[config.mk]
export PLATFORM = sky130hd
export DESIGN_NAME = dma_scheduler
export DESIGN_NICKNAME = d
export VERILOG_FILES = /design/src/rtl/dma_scheduler.sv
export SDC_FILE = /design/constraint.sdc
export NUM_CORES = 1
export LEC_CHECK = 0
export BUFFER_PORTS_ARGS = -buffer_cell sky130_fd_sc_hd__clkbuf_2
export CELL_PAD_IN_SITES_DETAIL_PLACEMENT = 0
export CELL_PAD_IN_SITES_GLOBAL_PLACEMENT = 1
export CORE_MARGIN = 4
export CORE_UTILIZATION = 40
export CTS_CLUSTER_SIZE = 25
export DETAILED_ROUTE_END_ITERATION = 8
export PLACE_DENSITY_LB_ADDON = 0.1
export SYNTH_ARGS = -nofsm -noshare
export SYNTH_HDL_FRONTEND = slang
export SYNTH_SLANG_ARGS = --single-unit
[constraint.sdc]
create_clock -name clock -period 4.6 [get_ports clock]
set_clock_uncertainty 0.2 [all_clocks]
set_input_delay 0.46 -clock clock [delete_from_list [all_inputs] [get_ports clock]]
set_output_delay 0.46 -clock clock [all_outputs]
set_load 0.02 [all_outputs]
[src/rtl/dma_scheduler.sv]
// -----------------------------------------------------------------------------
// dma_scheduler
//
// Sequences the four GBA DMA channels. Each channel latches a pending request
// when its start condition fires. Fixed priority picks a channel (ch0 highest).
// The scheduler negotiates the bus with the CPU and then hands one channel at
// a time to the external transfer engine. When a block completes it emits
// one-cycle completion pulses for the interrupt controller and for clearing
// the DMAxCNT_H enable bit.
//
// Optional build macro:
//   DMA_PREEMPT_EN - when defined, a pending higher-priority channel preempts
//                    the running channel at a unit boundary. The preempted
//                    channel stays pending, and the engine resumes it later.
//                    When undefined, a granted channel always runs to xfer_done.
//
// Parameters:
//   NUM_CH      number of channels (4 on the GBA)
//   SWITCH_GAP  idle cycles between dropping one grant and requesting the next
//               (0..7; a value of 0 still spends one cycle in the gap)
//
// Ports:
//   clock, reset    system clock; asynchronous active-high reset
//   ch_enable       per-channel enable (DMAxCNT_H bit 15)
//   ch_timing       2 bits per channel: 00 immediate, 01 vblank, 10 hblank,
//                   11 special
//   ch_repeat       per-channel repeat bit
//   ch_irq_en       per-channel IRQ-on-end bit
//   vblank_pulse    one-cycle pulse at the start of line 160
//   hblank_pulse    one-cycle pulse at hcount 240
//   special_trig    sound FIFO / video capture request pulses (bit 0 unused)
//   bus_ack         CPU has released the bus
//   unit_done       engine finished one unit transfer
//   xfer_done       engine finished the whole block (same cycle as last unit)
//   bus_req         bus request to the CPU
//   grant           one-hot active channel to the engine, zero when idle
//   start           one-cycle pulse: engine loads counters for grant
//   clr_enable      one-cycle pulse: clear the channel's enable bit
//   dma_irq         one-cycle completion pulses to the interrupt controller
//   pending         latched request flags (status)
// -----------------------------------------------------------------------------
module dma_scheduler #(
  parameter int NUM_CH     = 4,
  parameter int SWITCH_GAP = 2
) (
  input  logic                  clock,
  input  logic                  reset,
  input  logic [NUM_CH-1:0]     ch_enable,
  input  logic [2*NUM_CH-1:0]   ch_timing,
  input  logic [NUM_CH-1:0]     ch_repeat,
  input  logic [NUM_CH-1:0]     ch_irq_en,
  input  logic                  vblank_pulse,
  input  logic                  hblank_pulse,
  input  logic [NUM_CH-1:0]     special_trig,
  input  logic                  bus_ack,
  input  logic                  unit_done,
  input  logic                  xfer_done,
  output logic                  bus_req,
  output logic [NUM_CH-1:0]     grant,
  output logic                  start,
  output logic [NUM_CH-1:0]     clr_enable,
  output logic [NUM_CH-1:0]     dma_irq,
  output logic [NUM_CH-1:0]     pending
);

  // A gap of zero still occupies one cycle in the GAP state.
  localparam int GAP_LEN = (SWITCH_GAP < 1) ? 1 : SWITCH_GAP;
  localparam logic [2:0] GAP_LAST = 3'(GAP_LEN - 1);

  typedef enum logic [1:0] {
    ST_IDLE,
    ST_REQ,
    ST_RUN,
    ST_GAP
  } state_t;

  state_t              state_q, state_d;
  logic [NUM_CH-1:0]   pending_q, pending_d;
  logic [NUM_CH-1:0]   enable_prev_q, enable_prev_d;
  logic [NUM_CH-1:0]   grant_q, grant_d;
  logic                start_q, start_d;
  logic [NUM_CH-1:0]   clr_enable_q, clr_enable_d;
  logic [NUM_CH-1:0]   dma_irq_q, dma_irq_d;
  logic                bus_req_q, bus_req_d;
  logic [2:0]          gap_cnt_q, gap_cnt_d;
  logic                abort_q, abort_d;

  // Per-channel decode.
  logic [NUM_CH-1:0]   trig;       // start condition seen this cycle
  logic [NUM_CH-1:0]   end_clr;    // channel disables itself on completion
  logic [NUM_CH-1:0]   complete;   // block completion of the granted channel
  logic [NUM_CH-1:0]   pick;       // highest-priority pending channel

  // Channel 0 has no special trigger source, so its special_trig bit is unused.
  logic                special_trig0_unused;
  assign special_trig0_unused = special_trig[0];

  genvar gi;
  generate
    for (gi = 0; gi < NUM_CH; gi++) begin : g_ch
      logic [1:0] timing;
      assign timing = ch_timing[2*gi +: 2];

      if (gi == 0) begin : g_no_special
        assign trig[gi] = ch_enable[gi] &&
                          (((timing == 2'b00) && !enable_prev_q[gi]) ||
                           ((timing == 2'b01) && vblank_pulse) ||
                           ((timing == 2'b10) && hblank_pulse));
      end else begin : g_special
        assign trig[gi] = ch_enable[gi] &&
                          (((timing == 2'b00) && !enable_prev_q[gi]) ||
                           ((timing == 2'b01) && vblank_pulse) ||
                           ((timing == 2'b10) && hblank_pulse) ||
                           ((timing == 2'b11) && special_trig[gi]));
      end

      // Immediate-mode channels cannot repeat, so they always self-disable.
      assign end_clr[gi] = !ch_repeat[gi] || (timing == 2'b00);

      // A disable wins over everything. A completion clears the flag, but a
      // trigger in the same cycle sets it again so a repeat channel re-runs.
      // A trigger while already pending or active leaves the flag set, so
      // repeated triggers are absorbed rather than counted.
      assign pending_d[gi] = ch_enable[gi] &&
                             ((pending_q[gi] && !complete[gi]) || trig[gi]);
    end
  endgenerate

  // Lowest set bit of pending is the highest-priority channel.
  assign pick = pending_q & (~pending_q + NUM_CH'(1));

  // The granted channel was disabled during this run (or is disabled now).
  // It is abandoned at the next unit boundary.
  logic aborting;
  logic run_abort;
  logic run_complete;

  assign aborting     = abort_q || ((grant_q & ~ch_enable) != '0);
  assign run_abort    = (state_q == ST_RUN) && unit_done && aborting;
  assign run_complete = (state_q == ST_RUN) && xfer_done && !run_abort;
  assign complete     = run_complete ? grant_q : '0;

  assign enable_prev_d = ch_enable;

  // Next-state and output logic.
  always_comb begin
    state_d      = state_q;
    grant_d      = grant_q;
    start_d      = 1'b0;
    clr_enable_d = '0;
    dma_irq_d    = '0;
    gap_cnt_d    = gap_cnt_q;
    abort_d      = abort_q;

    case (state_q)
      ST_IDLE: begin
        if (pending_q != '0) begin
          state_d = ST_REQ;
        end
      end

      ST_REQ: begin
        if (pending_q == '0) begin
          // Every request was withdrawn before the CPU answered.
          state_d = ST_IDLE;
        end else if (bus_ack) begin
          grant_d = pick;
          start_d = 1'b1;
          abort_d = 1'b0;
          state_d = ST_RUN;
        end
      end

      ST_RUN: begin
        // bus_ack is deliberately ignored here. If the CPU drops it, that is a
        // protocol error, and the scheduler keeps its grant while the engine
        // stalls.
        abort_d = aborting;
        if (run_abort) begin
          grant_d   = '0;
          gap_cnt_d = '0;
          abort_d   = 1'b0;
          state_d   = ST_GAP;
        end else if (run_complete) begin
          dma_irq_d    = grant_q & ch_irq_en;
          clr_enable_d = grant_q & end_clr;
          grant_d      = '0;
          gap_cnt_d    = '0;
          state_d      = ST_GAP;
        end
`ifdef DMA_PREEMPT_EN
        else if (unit_done && ((pending_q & (grant_q - NUM_CH'(1))) != '0)) begin
          // A higher-priority channel is waiting. Yield at this unit boundary.
          // The current channel keeps its pending flag so it is re-granted.
          grant_d   = '0;
          gap_cnt_d = '0;
          state_d   = ST_GAP;
        end
`endif
      end

      ST_GAP: begin
        if (gap_cnt_q == GAP_LAST) begin
          gap_cnt_d = '0;
          state_d   = (pending_q != '0) ? ST_REQ : ST_IDLE;
        end else begin
          gap_cnt_d = gap_cnt_q + 3'd1;
        end
      end

      default: begin
        state_d = ST_IDLE;
        grant_d = '0;
      end
    endcase

    bus_req_d = (state_d != ST_IDLE);
  end

  always_ff @(posedge clock or posedge reset) begin
    if (reset) begin
      state_q       <= ST_IDLE;
      pending_q     <= '0;
      enable_prev_q <= '0;
      grant_q       <= '0;
      start_q       <= 1'b0;
      clr_enable_q  <= '0;
      dma_irq_q     <= '0;
      bus_req_q     <= 1'b0;
      gap_cnt_q     <= '0;
      abort_q       <= 1'b0;
    end else begin
      state_q       <= state_d;
      pending_q     <= pending_d;
      enable_prev_q <= enable_prev_d;
      grant_q       <= grant_d;
      start_q       <= start_d;
      clr_enable_q  <= clr_enable_d;
      dma_irq_q     <= dma_irq_d;
      bus_req_q     <= bus_req_d;
      gap_cnt_q     <= gap_cnt_d;
      abort_q       <= abort_d;
    end
  end

  assign bus_req    = bus_req_q;
  assign grant      = grant_q;
  assign start      = start_q;
  assign clr_enable = clr_enable_q;
  assign dma_irq    = dma_irq_q;
  assign pending    = pending_q;

endmodule

; ---- Yosys cells after proc, flatten, opt, wreduce, memory -nomap -nowiden
; Index checks and enable logic that the tools add are counted.
[word_totals]
ff_bits = 28
in_bits = 31
word_cells = 145
[op_classes]
addsub = 2
eq_ne = 18
muxes = 31
bitwise = 6
reduce_logical = 78
[op_table]
columns = op, count
row1 = $mux 4, 11
row2 = $logic_and 1x1->1, 31
row3 = $logic_or 1x1->1, 20
row4 = $eq 2x2->1 const B, 9
row5 = $and 4x4->4, 4
row6 = $logic_not 1->1, 13
row7 = $mux 2, 6
row8 = $eq 2x1->1 const B, 5
row9 = $logic_not 2->1, 5
row10 = $mux 3, 3
row11 = $not 4->4, 2
row12 = $pmux 2 s4, 1
row13 = $pmux 4 s2, 1
row14 = $reduce_bool 4->1, 2
row15 = $mux 1, 7
row16 = $pmux 3 s2, 1
row17 = $reduce_bool 2->1, 3
row18 = $add 4x1->4 const B, 1
row19 = $logic_not 4->1, 1
row20 = $ne 2x2->1 const B, 2
row21 = $reduce_and 4->1, 1
row22 = $add 3x1->3 const B, 1
row23 = $eq 3x1->1 const B, 1
row24 = $ne 3x3->1 const B, 1
row25 = other kinds (3), 3

; ---- Logic depth before layout (Yosys ltp)
; Gate-level depths: netlist of run 1.
[logic_depth]
ltp_word = 12
ltp_mapped = 6
ltp_nobuf = 4

; ---- Worst setup path before layout of run 1
; No wires, ideal clock.
[synth_timing]
path_kind = register to register
from = register grant_q[1], in the netlist grant[1]
to = register gap_cnt_q[0]
setup_ns = 0.080
arrival_ns = 1.425
required_time_ns = 4.320
slack_ns = 2.895
path_stages_with_launch = 5
period_less_slack_ns = 1.705
path_cell_list = dfrtp_1 -> nor2b_1 -> or4_4 -> o21a_4 -> mux2i_4
[synth_between]
elab_chain_cells = 8
elab_cells_between_ends = 10
cone_classes = 1 x eq/ne / 2 x mux / 1 x bitwise / 6 x reduce/logical
[synth_rtl]
columns = element, line
row1 = "start, declared", 80  ; logic [NUM_CH-1:0] grant_q, grant_d;
row2 = "start signal, assigned", 236  ; grant_q <= grant_d;
row3 = $and 4x4->4 (*), 138  ; assign aborting = abort_q || ((grant_q & ~ch_enable) != '0);
row4 = $reduce_bool 4->1 (*), 138
row5 = $logic_or 1x1->1 (*), 138
row6 = $logic_and 1x1->1 (*), 139  ; assign run_abort = (state_q == ST_RUN) && unit_done && aborting;
row7 = $logic_not 1->1, 140  ; assign run_complete = (state_q == ST_RUN) && xfer_done && !run_abort;
row8 = $logic_and 1x1->1, 140
row9 = $ne 3x3->1 (no line), --
row10 = $reduce_and 2->1 (no line), --
row11 = "end signal, assigned", 241  ; gap_cnt_q <= gap_cnt_d;
row12 = "end, declared", 85  ; logic [2:0] gap_cnt_q, gap_cnt_d;
; Mark *: on every way between the ends. The rest lies on a longest branch, timed or not.
; A chain may end at the register's enable or synchronous reset.

; ---- Worst setup path after layout of run 1
[layout_timing]
from = register state_q[0]
to = register clr_enable_q[1], in the netlist clr_enable[1]
[layout_between]
elab_chain_cells = 8
elab_cells_between_ends = 9
cone_classes = 1 x eq/ne / 3 x mux / 5 x reduce/logical
[layout_rtl]
columns = element, line
row1 = "start, declared", 77  ; state_t state_q, state_d;
row2 = "start signal, assigned", 233  ; state_q <= state_d;
row3 = $eq 2x2->1 (*), "139, 140, 155"
row4 = $logic_and 1x1->1 (2 in a row), 139
row5 = $logic_not 1->1, 140
row6 = $logic_and 1x1->1, 140
row7 = $mux 4, 184  ; end else if (run_complete) begin
row8 = $mux 4, 179  ; if (run_abort) begin
row9 = $mux 4 (*), 155  ; case (state_q)
row10 = via clr_enable_d[1], 82  ; logic [NUM_CH-1:0] clr_enable_q, clr_enable_d;
row11 = "end signal, assigned", 238  ; clr_enable_q <= clr_enable_d;
row12 = "end, declared", 82
; The timed path passes the listed nets; every way through them passes the cells marked *.

==> flow_summary.json, run 1 <==
{
  "cp_slowest_cell": "dfrtp_1",
  "cp_num_buf_inv": 0,
  "ios": 49,
  "synth_nets": 166,
  "max-clock-path-buffers": 2,
  "root_buffer": "clkbuf_4",
  "p_per_area_mw_per_mm2": 478,
  "synth_warnings": 0,
  "place_congestion": 0.761,
  "synthTopCellsByArea": "dfrtp_1 (49%), nand2_1 (4.7%), mux4_2 (4.7%)",
  "crit_path_cell_trace": "and3b_2 > nand3_1 > o21ai_2 > and3_1",
  "clk_latency_ns": 0.34,
  "cp-start-kind": "flop",
  "drt_first_pass_iters": 4,
  "post_cts_buffers": 0,
  "postSynthCellCount": 135,
  "holdWs_ns": 0.0499,
  "chipHeight_um": 67.7,
  "initial_core_util": 0.420,
  "antenna_found_initial": 0,
  "hold_path.class": "in -> reg",
  "yosysTopAreaCell": "dfrtp_1",
  "grt_pass1_wl_mm": 5.11,
  "fillers": 331,
  "cts_sinks": 28,
  "viasPerCell": 5.34,
  "final_util": 0.510,
  "arrival_ns": 1.90,
  "status": "finished clean",
  "setup-tns-final_ns": 0,
  "crit_required_ns": 4.68,
  "fmax_mhz": 550,
  "tightest_slew_ns": 1.08,
  "core_mm2": 0.00339,
  "grt_overflow_total": 0,
  "grt_use_total": 0.152,
  "cts_tree": "built",
  "leakagePower_nw": 0.849,
  "rsz0062_at_grt": "no",
  "async_flop_share": 1.00,
  "period_share": 0.395,
  "relSlewSlack": 0.282,
  "wl_mm": 3.30,
  "drv_slew": 0,
  "max_stage_delay_ns": 0.51,
  "synth_flop_cell": "dfrtp_1",
  "cts_inserted_buffers": 3,
  "ys_ff_latch": 28,
  "drt_iter0_drc": 62,
  "grt_max_degree": 29,
  "crit_type": "reg -> reg",
  "yosys-top-cells-count": "dfrtp_1 (28), nand2_1 (18), inv_1 (10)",
  "crit_family": "simple AND/OR/NAND/NOR gates",
  "endpoint_kind": "flop",
  "syn_area_mm2": 0.00142,
  "yosys.cell_count.top_type": "dfrtp_1",
  "cap_violations": 0,
  "post-route-min-period_ns": 1.82,
  "wl_per_cell_um": 14.4,
  "syn_area_per_cell_um2": 10.5,
  "die_area_mm2": 0.00458,
  "hold_viol": 0,
  "cts_max_level": 1,
  "grt_pass1_vias": 1107,
  "ant_nets": 0,
  "fin_nets": 215,
  "total_power_mw": 0.826,
  "place_hpwl_mm": 2.52,
  "syn_to_final_growth_pct": 21.4,
  "antennaDiodeCount": 0,
  "ctsHoldBuffers": 0,
  "synth_cell_type_count": 35,
  "cp_max_fo": 10,
  "rows": 21,
  "peakVddDrop_mv": 0.182,
  "yosysSeqAreaShare": 0.492,
  "clk_pin_slew_ns": 0.16,
  "vias": 1223,
  "synth_edf_count": 0,
  "port-buffer-count": 47,
  "dieWidth_um": 67.7,
  "cts-resized-gates": 0,
  "synth_top_area_share": 0.492,
  "drcViolationCount": 0,
  "setup_violations": 0,
  "drive_above_1_share": 0.361
}
[worst paths after layout]
| kind | start | endpoint | slack [ns] | cells after the start |
|---|---|---|---|---|
| max in group asynchronous | reset | enable_prev_q[1] | 3.41 | 2 |
| setup reg to reg | state_q[0] | clr_enable[1] | 2.78 | 4 |
| hold reg to reg | gap_cnt_q[0] | gap_cnt_q[0] | 0.40 | 1 |
| setup / recovery | state_q[0] | clr_enable[1] | 2.78 | 4 |
| min in group asynchronous | reset | grant[1] | 0.14 | 2 |
| hold / removal | ch_enable[0] | enable_prev_q[0] | 0.05 | 1 |
[state kept, by name, indices dropped and copies added (netlist names)]
name and count:
abort_q 1, bus_req 1, clr_enable 4, dma_irq 4, enable_prev_q 4, gap_cnt_q 3
grant 4, pending 4, start 1, state_q 2
[where the power goes]
part | internal [mW] | switching (mW) | leakage (nW) | total, mW
clock | 0.0485 | 0.0745 | 0.0210 | 0.123
sequential | 0.299 | 0.0826 | 0.355 | 0.381
combinational | 0.137 | 0.185 | 0.473 | 0.322
total | 0.484 | 0.342 | 0.849 | 0.826
[stage by stage]
step	instance area, um^2	setup slack (ns)	cells
CTS	1730	2.78	229
detailed placement	1690	2.75	225
finish	1730	2.78	229
global placement	1690	2.74	225
global route	1730	2.70	229
floorplan	1420	2.90	135
[layout make-up]
class	instances	area, um^2	area share
sequential	28	701	0.405
multi-input combinational	93	658	0.381
timing repair buffer	47	235	0.136
tap	46	57.6	0.0333
inverter	11	41.3	0.0239
clock buffer	4	36.3	0.0210
[logic make-up after synthesis]
| family | Yosys count | synth area share |
|---|---|---|
| AO/OA/AOI/OAI | 32 | 0.175 |
| buffers and inverters | 14 | 0.0457 |
| flip-flops | 28 | 0.492 |
| multiplexers | 4 | 0.0633 |
| AND/OR/NAND/NOR | 57 | 0.224 |
[layout by cell type, fill, tap and decap left out, types with 2 or more instances in the layout]
master     count
o2111ai_1      3
nand2_1       18
nand3_1        4
o211ai_1       2
nor2_1         4
mux4_2         3
nand3b_1       5
o31ai_1        3
o21ai_1        3
a21oi_1        2
o21ai_2        3
inv_1         10
nand2b_1       5
clkbuf_4       3
o21ai_0        9
and3b_2        2
and3_1         8
clkbuf_2      47
nand4_1        4
nor3_1         3
dfrtp_1       28
[layer usage]
metal,vias to the layer above,GRT usage,part of all wire
met5,-,0,0
met1,589,0.197,0.43
li1,587,-,-
met3,5,0.0216,0.066
met2,42,0.256,0.49
met4,0,0.0532,0.013
No activity file was read; power rests on OpenSTA's default activity.
==> run 2: changes to the inputs <==
--- a/config.mk
+++ b/config.mk
@@ -5,11 +5,12 @@
 export SDC_FILE = /design/constraint.sdc
 export NUM_CORES = 1
 export LEC_CHECK = 0
+export ABC_AREA = 1
 export BUFFER_PORTS_ARGS = -buffer_cell sky130_fd_sc_hd__clkbuf_2
 export CELL_PAD_IN_SITES_DETAIL_PLACEMENT = 0
 export CELL_PAD_IN_SITES_GLOBAL_PLACEMENT = 1
 export CORE_MARGIN = 4
-export CORE_UTILIZATION = 40
+export CORE_UTILIZATION = 31
 export CTS_CLUSTER_SIZE = 25
 export DETAILED_ROUTE_END_ITERATION = 8
 export PLACE_DENSITY_LB_ADDON = 0.1
==> constraint.sdc (replaced) <==
create_clock -name clock -period 1.6 [get_ports clock]
set_clock_uncertainty 0.2 [all_clocks]
set_input_delay 0.16 -clock clock [delete_from_list [all_inputs] [get_ports clock]]
set_output_delay 0.16 -clock clock [all_outputs]
set_load 0.02 [all_outputs]
==> run 2 against run 1 <==
Clock-buffer cell count decreased by 1. Synthesized area decreased by 6.7%. First-iteration DRC count decreased by 42%. Critical path depth increased by 3. Via count increased by 2.2%. Power increased to 3.2 times the previous value. Worst setup slack got worse by 2.7 ns. Combinational power increased to 3.4 times the previous value. Sequential share of layout area decreased by 5.5 points. Routed wire length increased by 1.1%. Synthesized cell count increased by 19%.
==> flow_summary.json, run 2 <==
{
  "wl_mm": 3.33,
  "p_per_area_mw_per_mm2": 1320,
  "fmax_mhz": 672,
  "syn_to_final_growth_pct": 50.6,
  "synth_nets": 192,
  "final_util": 0.490,
  "crit_end": "dma_irq[1]",
  "grt_use_total": 0.130,
  "grt_overflow_total": 0,
  "ys_ff_latch": 28,
  "clk_pin_slew_ns": 0.10,
  "cts_tree": "built",
  "ff2ff_setup_slack_ns": 0.11,
  "fillers": 418,
  "synth_flop_cell": "dfrtp_1",
  "rsz0062_at_grt": "no",
  "antennaDiodeCount": 0,
  "regToRegStartpoint": "state_q[0]",
  "fin_nets": 272,
  "async_flop_share": 1.00,
  "grt_max_degree": 29,
  "cp_max_fo": 7,
  "drt_iter0_drc": 36,
  "hold_viol": 0,
  "total_power_mw": 2.65,
  "hold_path.class": "in -> reg",
  "drt_first_pass_iters": 4,
  "drive_above_1_share": 0.333,
  "drcViolationCount": 0,
  "syn_area_per_cell_um2": 8.25,
  "place_hpwl_mm": 2.62,
  "crit_required_ns": 1.58,
  "dieWidth_um": 73.5,
  "rows": 23,
  "holdWs_ns": 0.00267,
  "die_area_mm2": 0.00540,
  "cts_sinks": 28,
  "root_buffer": "clkbuf_8",
  "crit_start": "state_q[0]",
  "yosys.cell_count.top_type": "inv_1",
  "cp_num_buf_inv": 2,
  "status": "finished clean",
  "ff2ff_path_depth": 7,
  "crit_cells": 7,
  "postSynthCellCount": 161,
  "wl_per_cell_um": 11.5,
  "leakagePower_nw": 1.09,
  "final_cells": 290,
  "antenna_found_initial": 0,
  "max-clock-path-buffers": 2,
  "post-route-min-period_ns": 1.49,
  "setup_violations": 0,
  "cts_max_level": 1,
  "fin_ws_ns": 0.111,
  "dp_cells": 265,
  "setup-tns-final_ns": 0,
  "synth_warnings": 0,
  "crit_path_cell_trace": "inv_1 > nand2_2 > nor2_1 > nand2_4 > buf_4 > nand2_2 > nor2_1",
  "tightest_slew_ns": 0.362,
  "chipHeight_um": 73.5,
  "arrival_ns": 1.47,
  "place_congestion": 0.777,
  "viasPerCell": 4.31,
  "yosysTopAreaCell": "dfrtp_1",
  "syn_area_mm2": 0.00133,
  "grt_pass1_vias": 1282,
  "synth_top_area_share": 0.527,
  "cts_inserted_buffers": 3,
  "initial_core_util": 0.325,
  "design_area_mm2": 0.00200,
  "ios": 49,
  "place_area_mm2": 0.00168,
  "synth_cell_type_count": 19,
  "yosys-top-cells-count": "inv_1 (32), nand2_1 (30), dfrtp_1 (28)",
  "yosysSeqAreaShare": 0.527,
  "worstReg2RegEnd": "dma_irq[1]",
  "cap_violations": 0,
  "clk_latency_ns": 0.28,
  "max_stage_delay_ns": 0.40,
  "ant_nets": 0,
  "place_ws_ns": 0.105,
  "final_common_cell": "clkbuf_2",
  "synth_edf_count": 0,
  "relSlewSlack": 0.759,
  "port-buffer-count": 47,
  "cp_slowest_cell": "dfrtp_1",
  "crit_family": "simple AND/OR/NAND/NOR gates",
  "crit_type": "reg -> reg",
  "grt_pass1_wl_mm": 5.55,
  "vias": 1250,
  "period_share": 0.931,
  "drv_slew": 0,
  "endpoint_kind": "flop",
  "layout_common_cells": "clkbuf_2 (44), inv_1 (29), dfrtp_1 (28)",
  "synthTopCellsByArea": "dfrtp_1 (53%), inv_1 (9.0%), nand2_1 (8.5%)",
  "core_mm2": 0.00409,
  "cp-start-kind": "flop",
  "peakVddDrop_mv": 0.759
}
-- run 2: cell types whose count changed after synthesis, moves of 5 or more --
cell      previous run  this run
a21oi_1              2         8
nand3_1              4        14
nand2b_1             5         0
inv_1               10        32
nand2_1             18        30
nor2_1               4        20
and3_1               8         0
-- run 2: cells by family (layout without fill, tap and decap cells) --
family,count (synthesis),count (layout),share of synthesized area
AO/OA/AOI/OAI,24,24,0.107
XOR/XNOR,2,2,0.0132
buffers and inverters,32,111,0.0904
flip-flops,28,28,0.527
AND/OR/NAND/NOR,75,75,0.262
-- run 2: repair_timing --
item,in CTS,in global routing
hold endpoints to repair,45,0
setup endpoints to repair,0,16
buffers inserted,0,3
gates resized for setup,0,11
hold buffers,21,0
-- run 2: final cells by class --
| type | instances | area (um^2) | area share |
|---|---|---|---|
| clock inverters | 1 | 30.0 | 0.0150 |
| repair buffers | 75 | 505 | 0.253 |
| well taps | 50 | 62.6 | 0.0313 |
| flip-flops and latches | 28 | 701 | 0.350 |
| multi-input cells | 101 | 541 | 0.270 |
| clock buffers | 3 | 41.3 | 0.0206 |
| inverters | 32 | 120 | 0.0600 |
-- run 2: tightest hold or removal path: cells and delay by family --
| kind | cells | cell delay [ns] |
|---|---|---|
| buffers and inverters | 2 | 0.15 |
| AND/OR/NAND/NOR | 1 | 0.07 |
| AO/OA/AOI/OAI | 1 | 0.07 |
-- run 2: where the power goes --
part	leakage [nW]	internal, mW	switching [mW]
clock network	0.0357	0.335	0.225
logic	0.696	0.442	0.667
registers	0.360	0.856	0.122
total	1.09	1.63	1.01
-- run 2: how the worst min path moves through the flow --
stage | end | start | depth (start not counted)
3_3_place_gp | dma_irq[3] | reset | 3
2_1_floorplan | enable_prev_q[0] | ch_enable[0] | 0
6_report | clr_enable[3] | ch_timing[6] | 4
3_5_place_dp | dma_irq[1] | reset | 3
4_1_cts | clr_enable[2] | ch_timing[4] | 4
5_1_grt | clr_enable[3] | ch_timing[6] | 4
-- run 2: layer usage --
metal	vias up	global-route usage	wire [um]
met5	-	0	0
met4	0	0.0423	49
met3	5	0.0192	223
met2	36	0.227	1640
met1	553	0.164	1420
li1	656	-	-
